--- src/rtl/sdft_line_reader_if.sv ---
// Purpose: bundles the sample strobe, sliding-DFT core handshake and waterfall line-write port.
// Latency: none, wiring only.
// Backpressure: none here; the core paces updates through sdft_ready, and line writes cannot be stalled.
// Ports: master = sdft_line_reader (drives core requests, line writes, overrun);
//        slave  = environment (ADC strobe, core ready/magnitude, line RAM).
interface sdft_line_reader_if #(
    parameter int DATA_W     = 8,
    parameter int FREQ_W     = 16,
    parameter int LIMIT_BINS = 32,
    parameter int PIX_W      = 8
);
    localparam int BIN_ADDR_W = $clog2(LIMIT_BINS);

    logic [DATA_W-1:0]     sample_in;
    logic                  sample_valid;
    logic [DATA_W-1:0]     sdft_sample;
    logic                  sdft_start;
    logic                  sdft_read;
    logic [BIN_ADDR_W-1:0] sdft_bin_addr;
    logic [FREQ_W-1:0]     sdft_bin_out;
    logic                  sdft_ready;
    logic                  line_wr_en;
    logic [BIN_ADDR_W-1:0] line_wr_addr;
    logic [PIX_W-1:0]      line_wr_data;
    logic                  line_done;
    logic                  overrun;

    modport master (
        input  sample_in, sample_valid, sdft_bin_out, sdft_ready,
        output sdft_sample, sdft_start, sdft_read, sdft_bin_addr,
               line_wr_en, line_wr_addr, line_wr_data, line_done, overrun
    );

    modport slave (
        output sample_in, sample_valid, sdft_bin_out, sdft_ready,
        input  sdft_sample, sdft_start, sdft_read, sdft_bin_addr,
               line_wr_en, line_wr_addr, line_wr_data, line_done, overrun
    );
endinterface

--- src/rtl/sdft_line_reader.sv ---
// Purpose: feeds ADC samples to the sliding-DFT core and, every LINE_EVERY updates, sweeps its bins into a waterfall line.
// Latency: sample strobe to sdft_start 2 cycles when idle; bin k written READ_LAT+1 cycles after its address is presented.
// Backpressure: one-deep pending sample while the core is busy; a further arrival is dropped and flagged on overrun.
// Ports: clk, reset_n (async active-low); bus = sdft_line_reader_if.master (sample in, core start/read/bin port,
//        line write port, line_done and overrun pulses).
module sdft_line_reader #(
    parameter int DATA_W     = 8,
    parameter int FREQ_W     = 16,
    parameter int LIMIT_BINS = 32,
    parameter int PIX_W      = 8,
    parameter int PIX_SHIFT  = 4,
    parameter int LINE_EVERY = 16,
    parameter int READ_LAT   = 2
) (
    input  logic                 clk,
    input  logic                 reset_n,
    sdft_line_reader_if.master   bus
);
    localparam int BIN_ADDR_W = $clog2(LIMIT_BINS);
    localparam int CNT_W      = $clog2(LINE_EVERY);
    localparam int SWEEP_LEN  = LIMIT_BINS + READ_LAT;
    localparam int SW_W       = $clog2(SWEEP_LEN);
    localparam int PIX_MAX    = (2 ** PIX_W) - 1;

    typedef enum logic [2:0] {
        ST_IDLE,
        ST_LAUNCH,
        ST_SKIP,
        ST_BUSY,
        ST_READ_ON,
        ST_SWEEP
    } state_t;

    state_t                state, state_nxt;
    logic                  pend_vld;
    logic [DATA_W-1:0]     pend_dat;
    logic [DATA_W-1:0]     sample_q;
    logic [CNT_W-1:0]      upd_cnt;
    logic [SW_W-1:0]       sw_cnt;
    logic                  wr_en_q;
    logic [BIN_ADDR_W-1:0] wr_addr_q;
    logic [PIX_W-1:0]      wr_data_q;
    logic                  done_q;
    logic                  overrun_q;

    logic                  cnt_wrap;
    logic                  sweep_last;
    logic                  capture;
    logic [SW_W-1:0]       cap_k;
    logic [FREQ_W-1:0]     mag_shr;
    logic [PIX_W-1:0]      pix;
    logic [BIN_ADDR_W-1:0] bin_addr;

    assign cnt_wrap   = (upd_cnt == CNT_W'(LINE_EVERY - 1));
    assign sweep_last = (sw_cnt == SW_W'(SWEEP_LEN - 1));
    // The first READ_LAT sweep cycles only fill the core's read pipeline.
    assign capture    = (state == ST_SWEEP) && (sw_cnt >= SW_W'(READ_LAT));
    assign cap_k      = sw_cnt - SW_W'(READ_LAT);

    assign mag_shr = bus.sdft_bin_out >> PIX_SHIFT;
    assign pix     = (mag_shr > FREQ_W'(PIX_MAX)) ? PIX_W'(PIX_MAX) : mag_shr[PIX_W-1:0];

    // Address tracks the sweep cycle and parks on the last bin while the pipeline drains.
    always_comb begin
        bin_addr = '0;
        if (state == ST_SWEEP) begin
            if (sw_cnt >= SW_W'(LIMIT_BINS - 1)) begin
                bin_addr = BIN_ADDR_W'(LIMIT_BINS - 1);
            end else begin
                bin_addr = sw_cnt[BIN_ADDR_W-1:0];
            end
        end
    end

    always_comb begin
        state_nxt = state;
        case (state)
            ST_IDLE:    if (pend_vld && bus.sdft_ready) state_nxt = ST_LAUNCH;
            ST_LAUNCH:  state_nxt = ST_SKIP;
            // The core still shows ready in the cycle it takes start; give it one cycle to drop it.
            ST_SKIP:    state_nxt = ST_BUSY;
            ST_BUSY:    if (bus.sdft_ready) state_nxt = cnt_wrap ? ST_READ_ON : ST_IDLE;
            ST_READ_ON: state_nxt = ST_SWEEP;
            ST_SWEEP:   if (sweep_last) state_nxt = ST_IDLE;
            default:    state_nxt = ST_IDLE;
        endcase
    end

    always_ff @(posedge clk or negedge reset_n) begin
        if (!reset_n) begin
            state     <= ST_IDLE;
            pend_vld  <= 1'b0;
            pend_dat  <= '0;
            sample_q  <= '0;
            upd_cnt   <= '0;
            sw_cnt    <= '0;
            wr_en_q   <= 1'b0;
            wr_addr_q <= '0;
            wr_data_q <= '0;
            done_q    <= 1'b0;
            overrun_q <= 1'b0;
        end else begin
            state     <= state_nxt;
            overrun_q <= 1'b0;

            // LAUNCH consumes the pending slot, so an arrival that same cycle simply refills it.
            if (state == ST_LAUNCH) begin
                pend_vld <= bus.sample_valid;
                if (bus.sample_valid) begin
                    pend_dat <= bus.sample_in;
                end
            end else if (bus.sample_valid) begin
                if (!pend_vld) begin
                    pend_vld <= 1'b1;
                    pend_dat <= bus.sample_in;
                end else begin
                    overrun_q <= 1'b1;
                end
            end

            if ((state == ST_IDLE) && (state_nxt == ST_LAUNCH)) begin
                sample_q <= pend_dat;
            end

            if ((state == ST_BUSY) && bus.sdft_ready) begin
                upd_cnt <= cnt_wrap ? '0 : upd_cnt + 1'b1;
            end

            sw_cnt <= ((state == ST_SWEEP) && !sweep_last) ? sw_cnt + 1'b1 : '0;

            wr_en_q <= capture;
            if (capture) begin
                wr_addr_q <= cap_k[BIN_ADDR_W-1:0];
                wr_data_q <= pix;
            end

            done_q <= (state == ST_SWEEP) && sweep_last;
        end
    end

    assign bus.sdft_sample   = sample_q;
    assign bus.sdft_start    = (state == ST_LAUNCH);
    assign bus.sdft_read     = (state == ST_READ_ON) || (state == ST_SWEEP);
    assign bus.sdft_bin_addr = bin_addr;
    assign bus.line_wr_en    = wr_en_q;
    assign bus.line_wr_addr  = wr_addr_q;
    assign bus.line_wr_data  = wr_data_q;
    assign bus.line_done     = done_q;
    assign bus.overrun       = overrun_q;
endmodule
--- src/flat_wrapper.sv ---
// flat-port wrapper written by rule: the top's interface ports become plain ports
module sdft_line_reader_flat 
#(
    parameter int DATA_W     = 8,
    parameter int FREQ_W     = 16,
    parameter int LIMIT_BINS = 32,
    parameter int PIX_W      = 8,
    parameter int PIX_SHIFT  = 4,
    parameter int LINE_EVERY = 16,
    parameter int READ_LAT   = 2
)
  (clk, reset_n, bus_sample_in, bus_sample_valid, bus_sdft_bin_out, bus_sdft_ready, bus_sdft_sample, bus_sdft_start, bus_sdft_read, bus_sdft_bin_addr, bus_line_wr_en, bus_line_wr_addr, bus_line_wr_data, bus_line_done, bus_overrun);
  sdft_line_reader_if #(.DATA_W(DATA_W), .FREQ_W(FREQ_W), .LIMIT_BINS(LIMIT_BINS), .PIX_W(PIX_W)) bus_i ();
  input  logic clk;
  input  logic reset_n;
  input wire logic [$bits(bus_i.sample_in)-1:0] bus_sample_in;
  input wire logic [$bits(bus_i.sample_valid)-1:0] bus_sample_valid;
  input wire logic [$bits(bus_i.sdft_bin_out)-1:0] bus_sdft_bin_out;
  input wire logic [$bits(bus_i.sdft_ready)-1:0] bus_sdft_ready;
  output wire logic [$bits(bus_i.sdft_sample)-1:0] bus_sdft_sample;
  output wire logic [$bits(bus_i.sdft_start)-1:0] bus_sdft_start;
  output wire logic [$bits(bus_i.sdft_read)-1:0] bus_sdft_read;
  output wire logic [$bits(bus_i.sdft_bin_addr)-1:0] bus_sdft_bin_addr;
  output wire logic [$bits(bus_i.line_wr_en)-1:0] bus_line_wr_en;
  output wire logic [$bits(bus_i.line_wr_addr)-1:0] bus_line_wr_addr;
  output wire logic [$bits(bus_i.line_wr_data)-1:0] bus_line_wr_data;
  output wire logic [$bits(bus_i.line_done)-1:0] bus_line_done;
  output wire logic [$bits(bus_i.overrun)-1:0] bus_overrun;
  assign bus_i.sample_in = bus_sample_in;
  assign bus_i.sample_valid = bus_sample_valid;
  assign bus_i.sdft_bin_out = bus_sdft_bin_out;
  assign bus_i.sdft_ready = bus_sdft_ready;
  assign bus_sdft_sample = bus_i.sdft_sample;
  assign bus_sdft_start = bus_i.sdft_start;
  assign bus_sdft_read = bus_i.sdft_read;
  assign bus_sdft_bin_addr = bus_i.sdft_bin_addr;
  assign bus_line_wr_en = bus_i.line_wr_en;
  assign bus_line_wr_addr = bus_i.line_wr_addr;
  assign bus_line_wr_data = bus_i.line_wr_data;
  assign bus_line_done = bus_i.line_done;
  assign bus_overrun = bus_i.overrun;
  sdft_line_reader #(.DATA_W(DATA_W), .FREQ_W(FREQ_W), .LIMIT_BINS(LIMIT_BINS), .PIX_W(PIX_W), .PIX_SHIFT(PIX_SHIFT), .LINE_EVERY(LINE_EVERY), .READ_LAT(READ_LAT)) u_core (.clk(clk), .reset_n(reset_n), .bus(bus_i));
endmodule
--- config.mk ---
export PLATFORM = sky130hd
export DESIGN_NAME = sdft_line_reader_flat
export DESIGN_NICKNAME = d
export VERILOG_FILES = /design/src/rtl/sdft_line_reader_if.sv /design/src/rtl/sdft_line_reader.sv /design/src/flat_wrapper.sv
export SDC_FILE = /design/constraint.sdc
export NUM_CORES = 1
export LEC_CHECK = 0
export BUFFER_PORTS_ARGS = -buffer_cell sky130_fd_sc_hd__buf_2
export CAP_MARGIN = 15
export CELL_PAD_IN_SITES_DETAIL_PLACEMENT = 1
export CELL_PAD_IN_SITES_GLOBAL_PLACEMENT = 1
export CORE_UTILIZATION = 30
export DETAILED_ROUTE_END_ITERATION = 8
export GPL_ROUTABILITY_DRIVEN = 0
export MAX_ROUTING_LAYER = met4
export PLACE_DENSITY_LB_ADDON = 0.1
export SETUP_SLACK_MARGIN = 0.15
export SYNTH_ARGS = -nofsm -noshare
export SYNTH_HDL_FRONTEND = slang
export SYNTH_SLANG_ARGS = --single-unit
--- constraint.sdc ---
create_clock -name clk -period 3.6 [get_ports clk]
set_input_delay 1.08 -clock clk [delete_from_list [all_inputs] [get_ports clk]]
set_output_delay 1.08 -clock clk [all_outputs]
set_load 0.005 [all_outputs]
==> results.cfg <==
[timing]
fin_ws_ns = 1.10
drv_slew = 0
fmax_ghz = 0.399
hold_viol_final = 0
clock_skew_ns = 0.00526
whs_ns = 0.504
slew_headroom = 0.401
period_needed_ns = 2.50
setup_violations = 0
finalSetupTns_ns = 0
tightest_slew_ns = 0.899
rsz0062_at_grt = false
post-route-period-util = 0.696

[detailed_routing]
drt_iter0_drc = 71
drt_first_pass_iters = 2
post_drt_via_cell_ratio = 4.47
drc_errors = 0
wl_per_cell_um = 13.1
via_count = 1472
routed_wirelength_mm = 4.32
final_antenna_net_count = 0

[clock_network]
ctsRootBufferMaster = clkbuf_8
cts_setup_buffers = 0
clockBufferDepth = 2
cts_max_level = 2
clock_latency_ns = 0.30
cts_tree = done
cts_inserted_buffers = 5
post_cts_resized = 0
clock-sinks = 46
cts_hold_buffers = 0
clk_pin_slew_ns = 0.09

[die]
core_area_um2 = 6790
die_y_um = 86.0
dieArea_um2 = 7400
row_count = 30
num_io_pins = 59
initial_core_util = 0.312
dieWidth_um = 86.0

[worst_setup_path]
critPathRequiredTime_ns = 2.52
crit_buf_inv = 1
worstPathArrival_ns = 1.42
start_kind = register
end_kind = output pin
critical_path_class = register to output pin
cp_slowest_cell = dfrtp_1
cp_top_family = flip-flops
cp_slowest_stage_delay_ns = 0.50
path_cells = ha_1 > nand4_1 > a21oi_1 > buf_2
critPathMaxFanout = 8

[cells_and_area]
layout_common_cells = 54 x buf_2, 46 x dfrtp_1, 24 x nor2_1
final_layout_size_suffix_gt1_frac = 0.382
final_common_cell = buf_2
diodes = 0
final_nets = 266
fill_cells = 770
instances_no_fill = 329
post-route-util = 0.376
area_growth_pct = 20.5
multi_input_area_um2 = 845
ff_latch_area_um2 = 1150

[logic_synthesis]
synthMuxAreaShare = 0.149
syn_inst = 179
ys.flop_type = dfrtp_1
synth_seq_area_share = 0.544
yosys.area_share.simple = 0.133
synth_adder_area_share = 0.0355
synthArstFlopShare = 1.00
syn_area_per_cell_um2 = 11.8
syn_nets = 213
yosysWarnings = 0
post_synth_xor_area_fraction = 0.0290
synth_compound_area_frac = 0.0526
synth_top_family_by_area = multiplexers
ys_seq_elements = 46
synth.distinct_cells = 35
synth_top_area_share = 0.544
yosys-top-cells-area = dfrtp_1 54%, mux2_2 11%, mux2i_1 4.3%
synth.cell_area_um2 = 2120
yosys.area.top_type = dfrtp_1
synth-edff-count = 0

[global_routing]
grt_pass1_vias = 1428
overflow = 0
grt_util_all_layers = 0.129
grt_pass1_wl_mm = 7.13
antenna_found_initial = 0
grt_max_degree = 25

[power]
power_density_nw_per_um2 = 558
max-vdd-ir-drop_mv = 0.250
leakage_uw = 0.00121

[place]
place_ws_ns = 1.24
placedCellCount = 321
dpl.hpwl_mm = 3.15
port_buffers = 54

[hold_path]
hold_path.class = register to register

[status]
status = complete, no violations

[job]
drv_cap = 0
## area by class of cell
cell class,count,share of cell area
Timing Repair Buffer,55,0.109
Multi-Input combinational cell,108,0.331
Tap cell,96,0.0471
Clock buffer,5,0.0270
Clock inverter,3,0.0113
Sequential cell,46,0.451
Inverter,16,0.0235
## layer usage
metal	track usage	share of wire	vias to the layer above	routed length, um
met1	0.168	0.47	727	2040
met4	0.0409	0.011	0	48
met3	0.0414	0.055	6	238
li1	-	-	702	-
met2	0.189	0.46	37	1990
met5	-	0	-	0
## cells in the mapped netlist, types with 2 or more instances
cell type,instances
nor2_1,24
xor2_1,5
nor3b_1,2
buf_6,3
o21bai_1,2
nor3_1,2
a21oi_1,4
nand2_1,8
dfrtp_1,46
nand3_1,2
inv_1,16
mux2_2,20
o21ai_0,4
xnor2_1,2
buf_2,4
nand4_1,3
ha_1,6
mux2i_1,9
## logic make-up after synthesis
family / Yosys count
muxes: 29
and+or+nand+nor: 49
buffers and inverters: 25
xor gates and xnor gates: 7
AOI/OAI and AO/OA: 17
DFF: 46
adders and majority gates: 6
## state kept, by name, indices dropped and copies added (netlist names)
register / count
u_core.bus.line_wr_data: 8
u_core.bus.sdft_sample: 8
u_core.pend_dat: 8
u_core.sw_cnt: 6
u_core.bus.line_wr_addr: 5
u_core.upd_cnt: 4
u_core.state: 3
u_core.bus.line_done: 1
u_core.bus.line_wr_en: 1
u_core.bus.overrun: 1
u_core.pend_vld: 1
## worst register-to-register path, stage by stage (launching register included)
cell	delay (ns)
dfrtp_1	0.54
nand3b_4	0.28
a21oi_2	0.70
mux2_2	0.42
## through the flow
stage / instance area, um^2 / total power (uW)
finish: 2550 / 1420
CTS: 2550 / 1460
global placement: 2450 / 1090
floorplan: 2120 / 983
detailed placement: 2450 / 1100
global route: 2550 / 1520
## report_power, final
part	internal, uW	total [uW]	leakage (uW)	switching (uW)
sequential	646	753	0.000551	108
combinational	192	326	0.000612	134
clock	145	344	0.0000506	198
## worst paths after layout
| path | endpoint | slack (ns) | cells after the start | from |
|---|---|---|---|---|
| min | u_core.upd_cnt[3] | 0.50 | 1 | u_core.upd_cnt[3] |
| max in group asynchronous | u_core.bus.line_wr_addr[0] | 2.14 | 2 | reset_n |
| max reg2reg | u_core.bus.line_wr_addr[3] | 1.56 | 3 | u_core.state[1] |
| min in group asynchronous | u_core.pend_vld | 0.74 | 1 | reset_n |
| max | bus_sdft_bin_addr[0] | 1.10 | 4 | u_core.sw_cnt[0] |
| min reg2reg | u_core.upd_cnt[3] | 0.50 | 1 | u_core.upd_cnt[3] |
Power figures use the tool's default switching activity.
